[config.mk]
export PLATFORM = sky130hd
export DESIGN_NAME = ahb_mem_arbiter
export DESIGN_NICKNAME = d
export VERILOG_FILES = /design/src/rtl/ahb_mem_arbiter.sv
export SDC_FILE = /design/constraint.sdc
export NUM_CORES = 1
export LEC_CHECK = 0
export CORE_MARGIN = 5
export CORE_UTILIZATION = 23
export DETAILED_ROUTE_END_ITERATION = 8
export DONT_BUFFER_PORTS = 1
export SYNTH_ARGS = -nofsm -noshare
export SYNTH_HDL_FRONTEND = slang
export SYNTH_SLANG_ARGS = --single-unit
[constraint.sdc]
create_clock -name HCLK -period 3.9 [get_ports HCLK]
set_clock_uncertainty 0.05 [all_clocks]
set_input_delay 0.39 -clock HCLK [delete_from_list [all_inputs] [get_ports HCLK]]
set_output_delay 0.39 -clock HCLK [all_outputs]
set_load 0.01 [all_outputs]
[src/rtl/ahb_mem_arbiter.sv]
// Two-port AHB-Lite arbiter sharing one memory slave between S0 and S1.
// Fixed priority S0 > S1, with a starvation limit that forces an S1 grant.
module ahb_mem_arbiter #(
    parameter int unsigned STARVE_LIMIT = 4
) (
    input  logic        HCLK,
    input  logic        HRESETn,
    input  logic        S0_HSEL,
    input  logic        S0_HREADY,
    input  logic [31:0] S0_HADDR,
    input  logic [1:0]  S0_HTRANS,
    input  logic        S0_HWRITE,
    input  logic [2:0]  S0_HSIZE,
    input  logic [31:0] S0_HWDATA,
    output logic        S0_HREADYOUT,
    output logic [31:0] S0_HRDATA,
    input  logic        S1_HSEL,
    input  logic        S1_HREADY,
    input  logic [31:0] S1_HADDR,
    input  logic [1:0]  S1_HTRANS,
    input  logic        S1_HWRITE,
    input  logic [2:0]  S1_HSIZE,
    input  logic [31:0] S1_HWDATA,
    output logic        S1_HREADYOUT,
    output logic [31:0] S1_HRDATA,
    output logic        M_HSEL,
    output logic        M_HREADY,
    output logic [31:0] M_HADDR,
    output logic [1:0]  M_HTRANS,
    output logic        M_HWRITE,
    output logic [2:0]  M_HSIZE,
    output logic [31:0] M_HWDATA,
    input  logic        M_HREADYOUT,
    input  logic [31:0] M_HRDATA
);

    typedef enum logic [1:0] {
        DP_NONE = 2'd0,
        DP_S0   = 2'd1,
        DP_S1   = 2'd2
    } dp_e;

    localparam logic [3:0] LIMIT = 4'(STARVE_LIMIT);

    logic        live0, live1;
    logic        p0_v_q, p0_v_d, p1_v_q, p1_v_d;
    logic [31:0] p0_addr_q, p0_addr_d, p1_addr_q, p1_addr_d;
    logic [1:0]  p0_trans_q, p0_trans_d, p1_trans_q, p1_trans_d;
    logic        p0_wr_q, p0_wr_d, p1_wr_q, p1_wr_d;
    logic [2:0]  p0_size_q, p0_size_d, p1_size_q, p1_size_d;
    logic [3:0]  starve_q, starve_d;
    dp_e         dp_q, dp_d, gnt;

    logic        c0_v, c1_v;
    logic [31:0] c0_addr, c1_addr;
    logic [1:0]  c0_trans, c1_trans;
    logic        c0_wr, c1_wr;
    logic [2:0]  c0_size, c1_size;
    logic        s1_force, s0_win, s1_win;

    assign live0 = S0_HSEL & S0_HREADY & S0_HTRANS[1];
    assign live1 = S1_HSEL & S1_HREADY & S1_HTRANS[1];

    // A port cannot have both pending and live, so pending simply overrides.
    assign c0_v     = p0_v_q | live0;
    assign c0_addr  = p0_v_q ? p0_addr_q  : S0_HADDR;
    assign c0_trans = p0_v_q ? p0_trans_q : S0_HTRANS;
    assign c0_wr    = p0_v_q ? p0_wr_q    : S0_HWRITE;
    assign c0_size  = p0_v_q ? p0_size_q  : S0_HSIZE;
    assign c1_v     = p1_v_q | live1;
    assign c1_addr  = p1_v_q ? p1_addr_q  : S1_HADDR;
    assign c1_trans = p1_v_q ? p1_trans_q : S1_HTRANS;
    assign c1_wr    = p1_v_q ? p1_wr_q    : S1_HWRITE;
    assign c1_size  = p1_v_q ? p1_size_q  : S1_HSIZE;

    assign s1_force = c1_v & (starve_q >= LIMIT);
    assign s0_win   = c0_v & ~s1_force;
    assign s1_win   = c1_v & ~s1_force & ~c0_v;

    always_comb begin
        gnt = DP_NONE;
        if (M_HREADYOUT) begin
            unique case (1'b1)
                s1_force: gnt = DP_S1;
                s0_win:   gnt = DP_S0;
                s1_win:   gnt = DP_S1;
                default:  gnt = DP_NONE;
            endcase
        end
    end

    always_comb begin
        M_HADDR  = 32'd0;
        M_HTRANS = 2'b00;
        M_HWRITE = 1'b0;
        M_HSIZE  = 3'd0;
        unique case (gnt)
            DP_S0: begin
                M_HADDR  = c0_addr;
                M_HTRANS = c0_trans;
                M_HWRITE = c0_wr;
                M_HSIZE  = c0_size;
            end
            DP_S1: begin
                M_HADDR  = c1_addr;
                M_HTRANS = c1_trans;
                M_HWRITE = c1_wr;
                M_HSIZE  = c1_size;
            end
            default: ;
        endcase
    end

    assign M_HSEL   = M_HTRANS[1];
    assign M_HREADY = M_HREADYOUT;

    always_comb begin
        p0_v_d     = p0_v_q;
        p0_addr_d  = p0_addr_q;
        p0_trans_d = p0_trans_q;
        p0_wr_d    = p0_wr_q;
        p0_size_d  = p0_size_q;
        if (p0_v_q && gnt == DP_S0) begin
            p0_v_d = 1'b0;
        end else if (!p0_v_q && live0 && gnt != DP_S0) begin
            p0_v_d     = 1'b1;
            p0_addr_d  = S0_HADDR;
            p0_trans_d = S0_HTRANS;
            p0_wr_d    = S0_HWRITE;
            p0_size_d  = S0_HSIZE;
        end
    end

    always_comb begin
        p1_v_d     = p1_v_q;
        p1_addr_d  = p1_addr_q;
        p1_trans_d = p1_trans_q;
        p1_wr_d    = p1_wr_q;
        p1_size_d  = p1_size_q;
        if (p1_v_q && gnt == DP_S1) begin
            p1_v_d = 1'b0;
        end else if (!p1_v_q && live1 && gnt != DP_S1) begin
            p1_v_d     = 1'b1;
            p1_addr_d  = S1_HADDR;
            p1_trans_d = S1_HTRANS;
            p1_wr_d    = S1_HWRITE;
            p1_size_d  = S1_HSIZE;
        end
    end

    always_comb begin
        starve_d = 4'd0;
        if (p1_v_q && gnt != DP_S1) begin
            starve_d = (starve_q == 4'hF) ? starve_q : starve_q + 4'd1;
        end
    end

    assign dp_d = M_HREADYOUT ? gnt : dp_q;

    always_ff @(posedge HCLK or negedge HRESETn) begin
        if (!HRESETn) begin
            p0_v_q     <= 1'b0;
            p0_addr_q  <= 32'd0;
            p0_trans_q <= 2'b00;
            p0_wr_q    <= 1'b0;
            p0_size_q  <= 3'd0;
            p1_v_q     <= 1'b0;
            p1_addr_q  <= 32'd0;
            p1_trans_q <= 2'b00;
            p1_wr_q    <= 1'b0;
            p1_size_q  <= 3'd0;
            starve_q   <= 4'd0;
            dp_q       <= DP_NONE;
        end else begin
            p0_v_q     <= p0_v_d;
            p0_addr_q  <= p0_addr_d;
            p0_trans_q <= p0_trans_d;
            p0_wr_q    <= p0_wr_d;
            p0_size_q  <= p0_size_d;
            p1_v_q     <= p1_v_d;
            p1_addr_q  <= p1_addr_d;
            p1_trans_q <= p1_trans_d;
            p1_wr_q    <= p1_wr_d;
            p1_size_q  <= p1_size_d;
            starve_q   <= starve_d;
            dp_q       <= dp_d;
        end
    end

    always_comb begin
        M_HWDATA = 32'd0;
        unique case (dp_q)
            DP_S0:   M_HWDATA = S0_HWDATA;
            DP_S1:   M_HWDATA = S1_HWDATA;
            default: M_HWDATA = 32'd0;
        endcase
    end

    assign S0_HREADYOUT = p0_v_q ? 1'b0 :
                          (dp_q == DP_S0) ? M_HREADYOUT : 1'b1;
    assign S1_HREADYOUT = p1_v_q ? 1'b0 :
                          (dp_q == DP_S1) ? M_HREADYOUT : 1'b1;
    assign S0_HRDATA = M_HRDATA;
    assign S1_HRDATA = M_HRDATA;

endmodule

==> results.cfg, run 1 <==
[outcome]
outcome = complete, no violations

[layout]
drive_gt1_share_pct = 36.8
area_growth_pct = 1.58
final_cells = 761
nNetsFinal = 616
antennaDiodeCount = 0
final_util_pct = 23.6
fin_area_um2 = 5700

[synthesis]
synth_xor_area_share_pct = 0.156
synth_edf_count = 0
synthTopCellsByArea = dfrtp_1 37%, mux2_2 22%, a22oi_1 9.4%
synthAdderAreaFrac_pct = 1.12
synth_fp_nets = 705
synth.most_common_cell = mux2_2
synth_top_area_cell = dfrtp_1
ys.flop_type = dfrtp_1
ys.warnings.count = 0
yosysSeqAreaShare_pct = 37.5
syn_area_um2 = 5610
synth_compound_area_share_pct = 10.4
async_flop_share_pct = 100
synth_mux_area_share_pct = 31.6
syn-instance-count = 521
ys_ff_latch = 84
synth_top_family_by_area = multiplexers
yosys.area_share.simple_pct = 6.58
yosys-top-cells-count = 112 x mux2_2, 84 x dfrtp_1, 76 x nor2_1, 70 x a22oi_1, 69 x buf_4
yosysTopAreaCellShare_pct = 37.5
syn_avg_cell_area_um2 = 10.8
ys_types = 30

[floorplan]
die_x_um = 166
core.rowCount = 57
initial_core_util_pct = 23.2
dieArea_um2 = 27600
ios = 317
die_h_um = 166
coreArea_um2 = 24200

[place]
dpl.cell_count = 743
pre_cts_ws_ps = 878
hpwl_um = 11000
place.port_buffers = 0
place_area_um2 = 5380
place_congestion = 0.694

[setup_path]
critPathMaxStageDelay_ps = 640
path_buf_inv = 2
critPathTopFamily = simple AND/OR/NAND/NOR gates
crit_path_max_fanout = 27
critPathKind = flop to output pin
cp_cell_sequence = or2_2 -> a211o_1 -> inv_1 -> ha_2 -> buf_4 -> a22oi_1 -> nor2_1
cp.required_ps = 3460
startpoint_type = flop
end_kind = output pin
arrival_ps = 2910
slowest_stage = ha_2

[grt]
antenna_found_initial = 0
grt_pass1_vias = 3816
grt_max_degree = 85
grt_usage_pct = 11.0
grt_pass1_wl_um = 24000
grt-ovfl-total = 0

[timing]
final.setup.tns_ps = 0
setup_viol = 0
worst_slew_pin_slew_ps = 1150
slew_headroom_pct = 23.2
finalCriticalPeriod_ps = 3350
layout_setup_ws_ps = 549
max_freq_mhz = 298
period_share_pct = 85.9
slew_violations = 0
rsz0062_at_grt = no
hold_viol_final = 0
whs_ps = 95.4

[pwr]
p_per_area_nw_per_um2 = 778
ir_drop_mv = 0.224
power_mw = 4.44
p_leak_nw = 2.24

[routing]
ant_nets = 0
route.detailed.drc = 0
vias = 3642
drt-total-wl_um = 15700
drtIter0Drc = 209
wl_per_cell_um = 20.7
drtPass1Iterations = 5
routed_via_density = 4.79

[clock_tree]
cts_root_buf = clkbuf_16
numCtsBuffers = 9
cts.clk_slew.worst_paths_ps = 70
clock_sinks = 84
cts_tree = done
clock_path_buffers = 2
htree_levels = 3
postCtsSetupBuffers = 0
insertion_delay_ps = 340
cts-resized-gates = 0
ctsHoldBuffers = 2

[hold_path]
hp-class = input pin to flop

[job]
max_cap_viol_count = 0
cell type report:
type	instances	area (um^2)
clock buffer	9	225
clock inverter	7	58.8
fill	2578	18500
inverter	5	18.8
multi-input combinational	326	2810
sequential	84	2100
tap	324	405
timing repair buffer	6	80.1
registers in the layout, indices dropped and copies added, names as in the netlist:
signal      flops
p1_addr_q      32
p0_wr_q         1
p1_wr_q         1
p0_trans_q      2
p1_trans_q      2
p0_v_q          1
p0_addr_q      32
p0_size_q       3
p1_v_q          1
starve_q        4
p1_size_q       3
dp_q            2
cell usage in the layout, fill, tap and decap left out, types with 3 or more instances in the layout:
| cell | count |
|---|---|
| clkbuf_16 | 9 |
| ha_1 | 3 |
| buf_4 | 3 |
| a22oi_1 | 70 |
| nor2_1 | 75 |
| mux2_1 | 19 |
| mux2_2 | 112 |
| inv_1 | 5 |
| dfrtp_1 | 82 |
| mux2_4 | 19 |
cells by family (layout without fill, tap and decap cells):
logic type                 count (synthesis)  in the layout
muxes                                    151            151
buffers and inverters                    111             27
and+or+nand+nor                           90             90
DFF                                       84             84
AOI/OAI and AO/OA                         79             79
adders and majority gates                  5              5
xor gates and xnor gates                   1              1
final timing paths:
| check | start | endpoint | slack, ps | cells past startpoint |
|---|---|---|---|---|
| worst max-delay path | starve_q[2] | M_HADDR[26] | 550 | 7 |
| worst min-delay path | M_HREADYOUT | dp_q[1] | 100 | 1 |
| worst max register to register | p0_v_q | p1_addr_q[10] | 990 | 8 |
| worst min register to register | p1_trans_q[1] | p1_trans_q[1] | 420 | 1 |
| max in group asynchronous | HRESETn | p1_v_q | 2880 | 2 |
| min in group asynchronous | HRESETn | p1_addr_q[18] | 560 | 2 |
routing by layer:
| metal | track usage (%) | part of all wire (%) |
|---|---|---|
| met3 | 5.71 | 11 |
| met5 | 0 | 0 |
| met4 | 2.55 | 0.87 |
| met2 | 17.0 | 46 |
| met1 | 13.8 | 42 |
power by group:
part | total [mW] | switching, mW | internal (mW)
Clock | 0.833 | 0.391 | 0.442
Sequential | 1.49 | 0.205 | 1.29
Combinational | 2.11 | 1.11 | 1.00
Total | 4.44 | 1.70 | 2.73
Power figures use the tool's default switching activity.
==> run 2, diff against run 1 <==
--- a/config.mk
+++ b/config.mk
@@ -9,6 +9,7 @@
 export CORE_UTILIZATION = 23
 export DETAILED_ROUTE_END_ITERATION = 8
 export DONT_BUFFER_PORTS = 1
+export PLACE_DENSITY = 0.45
 export SYNTH_ARGS = -nofsm -noshare
 export SYNTH_HDL_FRONTEND = slang
 export SYNTH_SLANG_ARGS = --single-unit
==> results.cfg, run 2 (synthesis results as in run 1) <==
[layout]
antennaDiodeCount = 0
fill_cells = 2557
reg_top3 = p0_addr_q (32), p1_addr_q (32), starve_q (4)
final_util_pct = 23.8
nNetsFinal = 620
area_growth_pct = 2.41
final_common_cell = mux2_2
layout_common_cells = 112 x mux2_2, 82 x dfrtp_1, 75 x nor2_1
drive_gt1_share_pct = 37.2

[place]
pre_cts_ws_ps = 1070
place.port_buffers = 0
hpwl_um = 12700
place_congestion = 0.809

[grt]
grt_max_degree = 85
grt_pass1_wl_um = 25200
grt-ovfl-total = 0
grt_pass1_vias = 3974
antenna_found_initial = 0
grt_usage_pct = 11.8

[clock_tree]
cts.clk_slew.worst_paths_ps = 60
postCtsSetupBuffers = 0
htree_levels = 3
numCtsBuffers = 9
ctsHoldBuffers = 2
clock_sinks = 84
cts_root_buf = clkbuf_16
insertion_delay_ps = 330
clock_path_buffers = 2
cts_tree = done
cts-resized-gates = 0

[setup_path]
critPathMaxStageDelay_ps = 430
slowest_stage = dfrtp_1
startpoint_type = flop
crit_path_max_fanout = 33
path_buf_inv = 2
critPathKind = flop to output pin
end_kind = output pin
arrival_ps = 2710
cp_cell_sequence = or2_2 -> a211o_1 -> inv_1 -> ha_2 -> buf_4 -> a22oi_1 -> nor2_1
cp.required_ps = 3460
critPathTopFamily = simple AND/OR/NAND/NOR gates

[routing]
vias = 3686
dr_wl_met2_um = 8130
wl_met1_um = 6380
ant_nets = 0
drtIter0Drc = 189
routed_via_density = 4.82
wl_per_cell_um = 22.3
top_layer = met4
wl_met3_um = 2070
drt-total-wl_um = 17100
drtPass1Iterations = 5
route.detailed.drc = 0

[timing]
worst_slew_pin_slew_ps = 1070
whs_ps = 115
final.setup.tns_ps = 0
layout_setup_ws_ps = 754
rsz0062_at_grt = no
max_freq_mhz = 318
slew_headroom_pct = 28.6
hold_viol_final = 0
slew_violations = 0
setup_viol = 0
period_share_pct = 80.7
finalCriticalPeriod_ps = 3150

[floorplan]
die_x_um = 166
dieArea_um2 = 27600
initial_core_util_pct = 23.2
ios = 317
die_h_um = 166
core.rowCount = 57
coreArea_um2 = 24200

[pwr]
ir_drop_mv = 0.289
power_mw = 4.51
p_per_area_nw_per_um2 = 785
p_leak_nw = 2.27

[outcome]
outcome = complete, no violations

[hold_path]
hp-class = input pin to flop

[job]
max_cap_viol_count = 0
[run 2: cell types whose count changed in the layout (fill, tap and decap cells not counted), sizes merged]
cell	change
clkbuf	+1
inv	-1
bufinv	+1
clkinvlp	+1
buf	+4
clkinv	-2
[run 2: path summary, 6_finish.rpt]
| kind | start | end | slack, ps | depth (start not counted) |
|---|---|---|---|---|
| min in group asynchronous | HRESETn | p0_size_q[2] | 570 | 2 |
| setup / recovery | starve_q[2] | M_HSEL | 750 | 7 |
| hold / removal | M_HREADYOUT | dp_q[0] | 120 | 1 |
| setup reg to reg | starve_q[2] | p1_addr_q[24] | 1090 | 8 |
| hold reg to reg | p0_trans_q[1] | p0_trans_q[1] | 420 | 1 |
| max in group asynchronous | HRESETn | p0_addr_q[29] | 2850 | 2 |
[run 2: area by class of cell]
cell class	count	area (um^2)	area share [%]
multi-input cells	326	2810	48.8
well taps	324	405	7.06
clock inverters	6	71.3	1.24
repair buffers	10	110	1.92
flip-flops and latches	84	2100	36.6
clock buffers	10	229	3.99
inverters	5	18.8	0.327
[run 2: power by group]
part,internal (mW),switching [mW],leakage [nW]
logic,1.01,1.14,1.12
registers,1.29,0.202,1.01
clock network,0.502,0.369,0.140
[run 2: metal layers]
metal | track usage [%] | vias to the layer above
met5 | 0 | -
met4 | 4.02 | 0
met3 | 6.76 | 33
met2 | 19.7 | 200
met1 | 12.7 | 1827
li1 | - | 1626
[run 2: metrics by stage]
stage               std cells  cell area [um^2]
detailed placement        747              5410
global placement          747              5410
floorplan                 521              5610
global route              765              5750
finish                    765              5750
CTS                       765              5750
==> run 3, diff against run 2 <==
--- a/config.mk
+++ b/config.mk
@@ -9,7 +9,7 @@
 export CORE_UTILIZATION = 23
 export DETAILED_ROUTE_END_ITERATION = 8
 export DONT_BUFFER_PORTS = 1
-export PLACE_DENSITY = 0.45
+export PLACE_DENSITY = 0.46
 export SYNTH_ARGS = -nofsm -noshare
 export SYNTH_HDL_FRONTEND = slang
 export SYNTH_SLANG_ARGS = --single-unit
==> constraint.sdc (replaced) <==
create_clock -name HCLK -period 2.62 [get_ports HCLK]
set_clock_uncertainty 0.05 [all_clocks]
set_input_delay 0.262 -clock HCLK [delete_from_list [all_inputs] [get_ports HCLK]]
set_output_delay 0.262 -clock HCLK [all_outputs]
set_load 0.01 [all_outputs]
==> results.cfg, run 3 (synthesis results as in run 1) <==
[outcome]
outcome = complete, no violations

[timing]
setup_viol = 0
max_freq_mhz = 399
rsz0062_at_grt = no
layout_setup_ws_ps = 111
period_share_pct = 95.8
hold_viol_final = 0
finalCriticalPeriod_ps = 2510
worst_slew_pin_slew_ps = 1010
slew_violations = 0
final.setup.tns_ps = 0
slew_headroom_pct = 32.9

[grt]
grt_pass1_vias = 4479
grt_max_degree = 85
grt.met3_usage_pct = 4.36
busiest_layer = met2
met1_usage_pct = 14.1
grt-ovfl-total = 0
antenna_found_initial = 0
grt_pass1_wl_um = 26800
grt_usage_pct = 12.2
use_met2_pct = 20.8

[layout]
nNetsFinal = 695
reg_top3 = p0_addr_q (32), p1_addr_q (32), starve_q (4)
area_growth_pct = 16.2
antennaDiodeCount = 0
final_common_cell = mux2_2
drive_gt1_share_pct = 34.7
fin_area_um2 = 6520
layout_common_cells = 112 x mux2_2, 82 x dfrtp_1, 72 x nor2_1

[routing]
wl_per_cell_um = 20.8
drtIter0Drc = 200
drt-total-wl_um = 17400
ant_nets = 0
vias = 3952
drtPass1Iterations = 4
routed_via_density = 4.70
route.detailed.drc = 0

[place]
hpwl_um = 12100
pre_cts_ws_ps = 313
place_congestion = 0.767
place.port_buffers = 0
place_area_um2 = 5480

[setup_path]
cp.required_ps = 2310
end_kind = output pin
critPathKind = flop to output pin
startpoint_type = flop
arrival_ps = 2200
crit_path_max_fanout = 21

[pwr]
p_leak_nw = 2.60
ir_drop_mv = 0.448
p_per_area_nw_per_um2 = 1080

[floorplan]
initial_core_util_pct = 23.2
coreArea_um2 = 24200
dieArea_um2 = 27600
die_h_um = 166
core.rowCount = 57
die_x_um = 166
ios = 317

[clock_tree]
clock_sinks = 84
cts.clk_slew.worst_paths_ps = 70
cts_tree = done
numCtsBuffers = 9
insertion_delay_ps = 340
cts_root_buf = clkbuf_16
clock_path_buffers = 2
htree_levels = 3

[hold_path]
hp-class = input pin to flop

[job]
max_cap_viol_count = 0
[run 3: critical path, cell delays in order (launching register included)]
cell and delay (ps):
dfrtp_1 390, or2_2 290, a211o_1 300, ha_2 220, buf_6 170, a22oi_1 230
nor2_2 90, buf_4 160
[run 3: final timing paths]
kind / startpoint / to / slack (ps) / depth (start not counted)
max in group asynchronous: HRESETn / p1_size_q[1] / 1700 / 2
worst max register to register: starve_q[3] / p1_addr_q[12] / 380 / 7
worst min register to register: p1_trans_q[1] / p1_trans_q[1] / 420 / 1
min in group asynchronous: HRESETn / p1_addr_q[2] / 410 / 2
worst min-delay path: S0_HADDR[25] / p0_addr_q[25] / 20 / 1
worst max-delay path: starve_q[3] / M_HSEL / 110 / 7
[run 3: report_power, final]
part / leakage [nW] / internal [mW] / switching, mW
clock: 0.150 / 0.842 / 0.555
combinational: 1.44 / 1.65 / 1.73
sequential: 1.01 / 1.92 / 0.314
[run 3: layout make-up]
type	instances	area [um^2]
Timing Repair Buffer	85	842
Clock inverter	5	85.1
Sequential cell	84	2100
Multi-Input combinational cell	326	2830
Clock buffer	11	233
Tap cell	324	405
Fill cell	2517	17700
Inverter	5	18.8
[run 3: what timing repair did]
action	4_1_cts	5_1_grt
setup buffers	2	1
endpoints found under the setup margin	36	30
endpoints found under the hold margin	147	1
pin swaps	1	1
gates cloned	0	0
resized for setup	5	3
hold buffers	64	1
[run 3: per-stage QoR]
step,total power [mW],util (%),hold WS [ps],std cells
2_1_floorplan,4.87,-,-83.6,521
3_3_place_gp,5.40,22.6,-80.8,756
3_5_place_dp,5.50,22.6,-81.0,756
4_1_cts,7.12,26.9,0.181,838
5_1_grt,7.52,27.0,2.39,840
6_report,7.02,27.0,22.4,840
[run 3: layer usage]
layer	routed length, um	vias up
met1	6890	1969
met4	552	0
met2	8650	174
met3	1340	39
li1	-	1770
met5	0	-
